==> src/rtl/dmem_ctrl_if.sv <==
// CPU-side and memory-side signal bundle for the data-memory controller.
// slave = the controller itself, master = the CPU/memory environment driving it.
interface dmem_ctrl_if;
  logic        cpu_ren;
  logic        cpu_wen;
  logic [31:0] cpu_addr;
  logic [31:0] cpu_wdata;
  logic [31:0] cpu_rdata;
  logic        cpu_stall;
  logic        cpu_err;
  logic        mem_req;
  logic        mem_we;
  logic [31:0] mem_addr;
  logic [31:0] mem_wdata;
  logic        mem_ack;
  logic [31:0] mem_rdata;

  modport slave (
    input  cpu_ren, cpu_wen, cpu_addr, cpu_wdata, mem_ack, mem_rdata,
    output cpu_rdata, cpu_stall, cpu_err, mem_req, mem_we, mem_addr, mem_wdata
  );

  modport master (
    output cpu_ren, cpu_wen, cpu_addr, cpu_wdata, mem_ack, mem_rdata,
    input  cpu_rdata, cpu_stall, cpu_err, mem_req, mem_we, mem_addr, mem_wdata
  );
endinterface

==> src/rtl/dmem_ctrl.sv <==
// Data-memory controller: one outstanding CPU load/store per IDLE->REQ->DONE pass, with timeout.
// Define DMEM_ALIGN_CHECK_EN to reject misaligned addresses with an error instead of aligning them.
module dmem_ctrl #(
  parameter int unsigned TIMEOUT = 16
) (
  input logic        clk,
  input logic        rst,
  dmem_ctrl_if.slave bus
);

  localparam logic [1:0] StIdle = 2'd0;
  localparam logic [1:0] StReq  = 2'd1;
  localparam logic [1:0] StDone = 2'd2;

  localparam logic [7:0] TimeoutLast = 8'(TIMEOUT - 1);

  logic [1:0]  state_q, state_d;
  logic [7:0]  cnt_q, cnt_d;
  logic        mem_req_q, mem_req_d;
  logic        mem_we_q, mem_we_d;
  logic [31:0] mem_addr_q, mem_addr_d;
  logic [31:0] mem_wdata_q, mem_wdata_d;
  logic [31:0] cpu_rdata_q, cpu_rdata_d;
  logic        cpu_err_q, cpu_err_d;

  logic req_valid;
  logic misaligned;
  logic timed_out;

  assign req_valid = bus.cpu_ren | bus.cpu_wen;
  assign timed_out = (cnt_q == TimeoutLast);

`ifdef DMEM_ALIGN_CHECK_EN
  assign misaligned = |bus.cpu_addr[1:0];
`else
  logic unused_addr_lsbs;
  assign unused_addr_lsbs = ^bus.cpu_addr[1:0];
  assign misaligned       = 1'b0;
`endif

  always_comb begin
    state_d     = state_q;
    cnt_d       = cnt_q;
    mem_req_d   = mem_req_q;
    mem_we_d    = mem_we_q;
    mem_addr_d  = mem_addr_q;
    mem_wdata_d = mem_wdata_q;
    cpu_rdata_d = cpu_rdata_q;
    cpu_err_d   = 1'b0;

    unique case (state_q)
      StIdle: begin
        if (req_valid) begin
          if (misaligned) begin
            state_d   = StDone;
            cpu_err_d = 1'b1;
          end else begin
            state_d     = StReq;
            mem_req_d   = 1'b1;
            // A simultaneous load+store request is treated as a store.
            mem_we_d    = bus.cpu_wen;
            mem_addr_d  = {bus.cpu_addr[31:2], 2'b00};
            mem_wdata_d = bus.cpu_wdata;
            cnt_d       = 8'd0;
          end
        end
      end
      StReq: begin
        // mem_ack wins over a timeout landing in the same cycle.
        if (bus.mem_ack) begin
          state_d   = StDone;
          mem_req_d = 1'b0;
          cnt_d     = 8'd0;
          if (!mem_we_q) cpu_rdata_d = bus.mem_rdata;
        end else if (timed_out) begin
          state_d   = StDone;
          mem_req_d = 1'b0;
          cnt_d     = 8'd0;
          cpu_err_d = 1'b1;
          if (!mem_we_q) cpu_rdata_d = 32'h0;
        end else begin
          cnt_d = cnt_q + 8'd1;
        end
      end
      StDone:  state_d = StIdle;
      default: state_d = StIdle;
    endcase
  end

  always_ff @(posedge clk or negedge rst) begin
    if (!rst) begin
      state_q     <= StIdle;
      cnt_q       <= 8'd0;
      mem_req_q   <= 1'b0;
      mem_we_q    <= 1'b0;
      mem_addr_q  <= 32'h0;
      mem_wdata_q <= 32'h0;
      cpu_rdata_q <= 32'h0;
      cpu_err_q   <= 1'b0;
    end else begin
      state_q     <= state_d;
      cnt_q       <= cnt_d;
      mem_req_q   <= mem_req_d;
      mem_we_q    <= mem_we_d;
      mem_addr_q  <= mem_addr_d;
      mem_wdata_q <= mem_wdata_d;
      cpu_rdata_q <= cpu_rdata_d;
      cpu_err_q   <= cpu_err_d;
    end
  end

  assign bus.cpu_stall = ((state_q == StIdle) && req_valid) || (state_q == StReq);
  assign bus.cpu_rdata = cpu_rdata_q;
  assign bus.cpu_err   = cpu_err_q;
  assign bus.mem_req   = mem_req_q;
  assign bus.mem_we    = mem_we_q;
  assign bus.mem_addr  = mem_addr_q;
  assign bus.mem_wdata = mem_wdata_q;

endmodule
==> src/flat_wrapper.sv <==
// flat-port wrapper written by rule: the top's interface ports become plain ports
module dmem_ctrl_flat 
#(
  parameter int unsigned TIMEOUT = 16
)
  (clk, rst, bus_cpu_ren, bus_cpu_wen, bus_cpu_addr, bus_cpu_wdata, bus_mem_ack, bus_mem_rdata, bus_cpu_rdata, bus_cpu_stall, bus_cpu_err, bus_mem_req, bus_mem_we, bus_mem_addr, bus_mem_wdata);
  dmem_ctrl_if bus_i ();
  input logic clk;
  input logic rst;
  input wire logic [$bits(bus_i.cpu_ren)-1:0] bus_cpu_ren;
  input wire logic [$bits(bus_i.cpu_wen)-1:0] bus_cpu_wen;
  input wire logic [$bits(bus_i.cpu_addr)-1:0] bus_cpu_addr;
  input wire logic [$bits(bus_i.cpu_wdata)-1:0] bus_cpu_wdata;
  input wire logic [$bits(bus_i.mem_ack)-1:0] bus_mem_ack;
  input wire logic [$bits(bus_i.mem_rdata)-1:0] bus_mem_rdata;
  output wire logic [$bits(bus_i.cpu_rdata)-1:0] bus_cpu_rdata;
  output wire logic [$bits(bus_i.cpu_stall)-1:0] bus_cpu_stall;
  output wire logic [$bits(bus_i.cpu_err)-1:0] bus_cpu_err;
  output wire logic [$bits(bus_i.mem_req)-1:0] bus_mem_req;
  output wire logic [$bits(bus_i.mem_we)-1:0] bus_mem_we;
  output wire logic [$bits(bus_i.mem_addr)-1:0] bus_mem_addr;
  output wire logic [$bits(bus_i.mem_wdata)-1:0] bus_mem_wdata;
  assign bus_i.cpu_ren = bus_cpu_ren;
  assign bus_i.cpu_wen = bus_cpu_wen;
  assign bus_i.cpu_addr = bus_cpu_addr;
  assign bus_i.cpu_wdata = bus_cpu_wdata;
  assign bus_i.mem_ack = bus_mem_ack;
  assign bus_i.mem_rdata = bus_mem_rdata;
  assign bus_cpu_rdata = bus_i.cpu_rdata;
  assign bus_cpu_stall = bus_i.cpu_stall;
  assign bus_cpu_err = bus_i.cpu_err;
  assign bus_mem_req = bus_i.mem_req;
  assign bus_mem_we = bus_i.mem_we;
  assign bus_mem_addr = bus_i.mem_addr;
  assign bus_mem_wdata = bus_i.mem_wdata;
  dmem_ctrl #(.TIMEOUT(TIMEOUT)) u_core (.clk(clk), .rst(rst), .bus(bus_i));
endmodule
==> config.mk <==
export PLATFORM = sky130hd
export DESIGN_NAME = dmem_ctrl_flat
export DESIGN_NICKNAME = d
export VERILOG_FILES = /design/src/rtl/dmem_ctrl_if.sv /design/src/rtl/dmem_ctrl.sv /design/src/flat_wrapper.sv
export SDC_FILE = /design/constraint.sdc
export NUM_CORES = 1
export LEC_CHECK = 0
export CAP_MARGIN = 20
export CORE_AREA = 2 2 103 105
export CTS_BUF_LIST = sky130_fd_sc_hd__clkbuf_4 sky130_fd_sc_hd__clkbuf_8
export DETAILED_ROUTE_END_ITERATION = 7
export DIE_AREA = 0 0 105 107
export PLACE_DENSITY = 0.89
export REMOVE_ABC_BUFFERS = 1
export SLEW_MARGIN = 25
export SYNTH_ARGS = -nofsm -noshare
export SYNTH_HDL_FRONTEND = slang
export SYNTH_SLANG_ARGS = --single-unit
export TNS_END_PERCENT = 10
==> constraint.sdc <==
create_clock -name clk -period 3.5 [get_ports clk]
set_input_delay 0.7 -clock clk [delete_from_list [all_inputs] [get_ports clk]]
set_output_delay 0.7 -clock clk [all_outputs]
set_load 0.01 [all_outputs]
; ---- Word-level counts from Yosys, hierarchy flattened
; Cells that the tools add are included.
[op_classes]
mux = 19
bitwise = 2
reduce_logical = 10
add_sub_neg = 1
eq_ne = 4
[op_table]
columns = operator, count
row1 = 32-bit 2-to-1 mux, 4
row2 = 8-bit 2-to-1 mux, 3
row3 = 8-bit case mux with 2 select lines, 1
row4 = "8-bit by 1-bit adder with 8-bit output, second input constant", 1
row5 = "8-bit by 4-bit == test with 1-bit output, second input constant", 1
row6 = 1-bit 2-to-1 mux, 6
row7 = 2-bit 2-to-1 mux, 3
row8 = 2-bit AND reduction, 3
row9 = 3-bit AND reduction, 2
row10 = 2-bit case mux with 2 select lines, 1
row11 = 2-bit nonzero test, 2
row12 = "3-bit by 2-bit inequality test with 1-bit output, second input constant", 1
row13 = "2-bit by 1-bit == test with 1-bit output, second input constant", 1
row14 = 2-bit logical NOT, 1
row15 = "2-bit by 1-bit inequality test with 1-bit output, second input constant", 1
row16 = 1-bit case mux with 2 select lines, 1
row17 = 1-bit logical AND, 1
row18 = 1-bit logical OR, 1
row19 = 1-bit NOT, 1
row20 = 1-bit OR, 1
[word_totals]
output_inout_bits = 100
regBits = 107
word_cells = 44
inputBits = 101

; ---- Depth between registers and ports, before layout
[depth]
word_depth = 4
mapped_depth = 6

; ---- Worst setup path after synthesis
; OpenSTA, ideal clock, no wires.
[synth_timing]
kind = input-to-output
startpoint = input bus_cpu_wen
endpoint = output bus_cpu_stall
t_arrival_ns = 1.225
slack_ns = 1.575
required_ns = 2.800
path_stages = 3
path_cell_list = nor3_1 or2_2 inv_1
[synth_between]
elab_chain_len = 3
[synth_rtl]
columns = element, line
row1 = "start, declared", flat_wrapper.sv:11  ; input wire logic [$bits(bus_i.cpu_wen)-1:0] bus_cpu_wen;
row2 = 1-bit OR, dmem_ctrl.sv:30  ; assign req_valid = bus.cpu_ren | bus.cpu_wen;
row3 = 1-bit logical AND, dmem_ctrl.sv:112  ; assign bus.cpu_stall = ((state_q == StIdle) && req_valid) || (state_q == StReq);
row4 = 1-bit logical OR, dmem_ctrl.sv:112
row5 = "end, declared", flat_wrapper.sv:17  ; output wire logic [$bits(bus_i.cpu_stall)-1:0] bus_cpu_stall;
; No other way between the ends.

; ---- Worst setup path in the final report
; Ends and elaborated chain as after synthesis.

==> impl_metrics.csv <==
group,metric,value,unit
floorplan,num_rows,37,
finish,final_layout_size_suffix_gt1_share,5.051,%
worst_setup_path,crit_path_max_fanout,5,
sta,timing.final.crit_share,87.14,%
worst_setup_path,reg2reg_to,"u_core.bus.cpu_rdata[19]$_DFFE_PN0P_",
clocking,cts-root-buf,"clkbuf_8",
flow_run,drv_cap,0,
synthesis,avgSynthCellArea,10.23,µm²
worst_setup_path,cp-end-kind,"output port",
floorplan,core-area,10090,µm²
finish,nets,691,
drt,drc,0,
global_route,overflow,0,
floorplan,die_x,105,µm
worst_setup_path,rr_startpoint,"u_core.cnt_q[5]$_DFFE_PN0P_",
synthesis,synth_area,4094,µm²
power,leakage,2.978,nW
sta,finalSetupViolCount,0,
clocking,clkLatencyLatePin,0.37,ns
power,ir_drop,0.4547,mV
clocking,cts_max_level,3,
synthesis,ys_top_cells_by_count,"193 x nand2_1, 107 x dfrtp_1, 35 x a22o_1",
clocking,cts_tree,"done",
worst_setup_path,cpPeakStageDelay,0.50,ns
floorplan,die_h,107,µm
sta,worst_pin_slew,0.7016,ns
sta,slew_viol_final,0,
worst_hold_path,hp-class,"primary input to asynchronous set/reset pin",
clocking,cts_setup_buffers,0,
synthesis,ys_warn_count,0,
drt,drt-total-wl,11200,µm
drt,drtAntennaViolNets,0,
worst_setup_path,cp.required,2.80,ns
finish,fill_cells,806,
floorplan,initial_utilization,40.57,%
drt,first_pass_iters,4,
global_route,track_usage,20.87,%
floorplan,pin_count,201,
clocking,clockBufferDepth,2,
global_route,grt_max_degree,55,
finish,syn_to_final_growth,55.84,%
synthesis,synth_area_leaders,"dfrtp_1 65%, nand2_1 18%, a22o_1 7.5%",
sta,fin_worst_skew,0.01046,ns
worst_setup_path,endpoint,"bus_cpu_stall",
global_route,grt_pass1_vias,3724,
worst_setup_path,regToRegSetupSlack,1.30,ns
clocking,cts_buffers,9,
synthesis,yosys.area.top_type_share,65.40,%
worst_setup_path,startpoint_type,"primary input",
clocking,post_cts_resized,0,
drt,dr_total_vias,3582,
clocking,path_clk_slew,0.09,ns
outcome,outcome,"complete, no violations",
sta,maxSlewHeadroom,53.22,%
finish,multi_input_area,1314,µm²
worst_setup_path,critPathArrivalTime,2.35,ns
synthesis,synth_cell_types,29,
synthesis,synth_cells,400,
sta,max_freq,327.9,MHz
placed_design,post-dp-hpwl,8195,µm
clocking,numClockSinks,107,
finish,n_antenna_cell,0,
worst_setup_path,path_cells,"clkdlybuf4s50_1 -> nor3_1 -> or2_2 -> inv_1 -> clkdlybuf4s50_1",
clocking,hold_buffers,0,
power,p_total,5.365,mW
sta,finalHoldViolations,0,
finish,regArea,2678,µm²
global_route,grt_antenna_before_repair,0,
drt,wl_per_cell,15.34,µm
synthesis,async_flop_share,100.0,%
sta,rsz0062_at_grt,"no",
sta,min_period,3.050,ns
placed_design,gp_congestion,0.7700,
power,p_per_area,840.9,nW/µm²
drt,drt_iter0_drc,169,
synthesis,ys_seq_area_share,65.40,%
synthesis,synth-seq-cells,107,
floorplan,die-area,11240,µm²
drt,via_per_inst,4.907,
synthesis,synth.most_common_cell,"nand2_1",
worst_setup_path,crit_path_start,"bus_cpu_wen",
worst_setup_path,ff2ff_path_depth,4,
synthesis,synth_area_leader_cell,"dfrtp_1",
worst_setup_path,slowest_stage,"clkdlybuf4s50_1",
global_route,grt_pass1_wl,18530,µm
synthesis,synth_edf_count,0,
worst_setup_path,crit_top_cell,"clkdlybuf4s50_1",
placed_design,io_buffers,196,
synthesis,synth_top_flop_cell,"dfrtp_1",
sta,whs,0.3675,ns
worst_setup_path,path_class,"primary input to output port",
==> area by class of cell <==
class                   instances  area share, %
repair buffers                201          31.69
inverters                       1        0.05884
multi-input cells             269          20.59
clock inverters                 7          1.079
well taps                     136          2.667
flip-flops and latches        107          41.97
clock buffers                   9          1.942
==> per-stage QoR <==
stage	util, %	cell area, µm²	instances	worst slack [ns]	setup TNS [ns]
2_1_floorplan	-	3976	377	-1.670	-59.56
3_3_place_gp	61.29	6186	714	0.4888	0
3_5_place_dp	61.29	6186	714	0.4621	0
4_1_cts	63.20	6379	730	0.4478	0
5_1_grt	63.22	6380	730	0.2922	0
6_report	63.22	6380	730	0.4502	0
==> worst max-delay path, delay by kind of cell <==
family	cells	cell delay, ns
buffers and inverters	3	1.03
AND/OR/NAND/NOR	2	0.61
==> report_power, final <==
part,total [mW],internal [mW],leakage (nW),switching [mW]
clock network,0.747,0.328,0.0950,0.418
logic,2.52,1.37,1.55,1.15
registers,2.10,1.78,1.33,0.315
total,5.36,3.48,2.98,1.88
==> flip-flops by register name (all words and copies together), names as in the netlist <==
| name | flops |
|---|---|
| u_core.bus.mem_addr | 30 |
| u_core.bus.mem_req | 1 |
| u_core.bus.cpu_rdata | 32 |
| u_core.bus.cpu_err | 1 |
| u_core.cnt_q | 8 |
| u_core.bus.mem_wdata | 32 |
| u_core.bus.mem_we | 1 |
| u_core.state_q | 2 |
==> cell families (layout without fill, tap and decap cells) <==
kind of cell / Yosys count / in the layout / synth area share, %
simple gates: 217 / 217 / 21.24
flops: 107 / 107 / 65.40
compound gates: 45 / 45 / 9.046
buf+inv: 25 / 218 / 3.056
xor+xnor: 4 / 4 / 0.8559
fa+ha+maj: 1 / 1 / 0.3056
other cells: 1 / 2 / 0.09160
==> how the worst min path moves through the flow <==
stage,startpoint,endpoint,slack (ns),cells after the start
final,rst,u_core.bus.cpu_rdata[5]$_DFFE_PN0P_,0.37,1
after global routing,rst,u_core.bus.cpu_rdata[5]$_DFFE_PN0P_,0.41,1
after CTS,rst,u_core.bus.mem_addr[25]$_DFFE_PN0P_,0.38,1
after detailed placement,u_core.bus.mem_wdata[13]$_DFFE_PN0P_,u_core.bus.mem_wdata[13]$_DFFE_PN0P_,0.46,2
after global placement,u_core.bus.mem_wdata[9]$_DFFE_PN0P_,u_core.bus.mem_wdata[9]$_DFFE_PN0P_,0.46,2
after floorplan,rst,u_core.bus.cpu_err$_DFF_PN0_,0.40,0
==> routing by layer <==
| metal | part of all wire [%] | track usage (%) |
|---|---|---|
| met3 | 8.4 | 5.836 |
| met1 | 41 | 26.19 |
| met5 | 0 | 0 |
| met2 | 49 | 34.37 |
| met4 | 2.2 | 8.190 |
==> cells in the final DEF (no fill, tap or decap), types with 2 or more instances in the layout <==
cell type	instances
nor3_1	5
clkdlybuf4s50_1	195
clkbuf_8	9
o21ai_0	6
clkinvlp_4	2
nand2_1	193
xnor2_1	2
buf_12	2
clkinv_2	3
nand3_1	2
conb_1	2
buf_4	4
dfrtp_1	107
nor2_1	7
a22o_1	35
xor2_1	2
No activity file was read; power rests on OpenSTA's default activity.
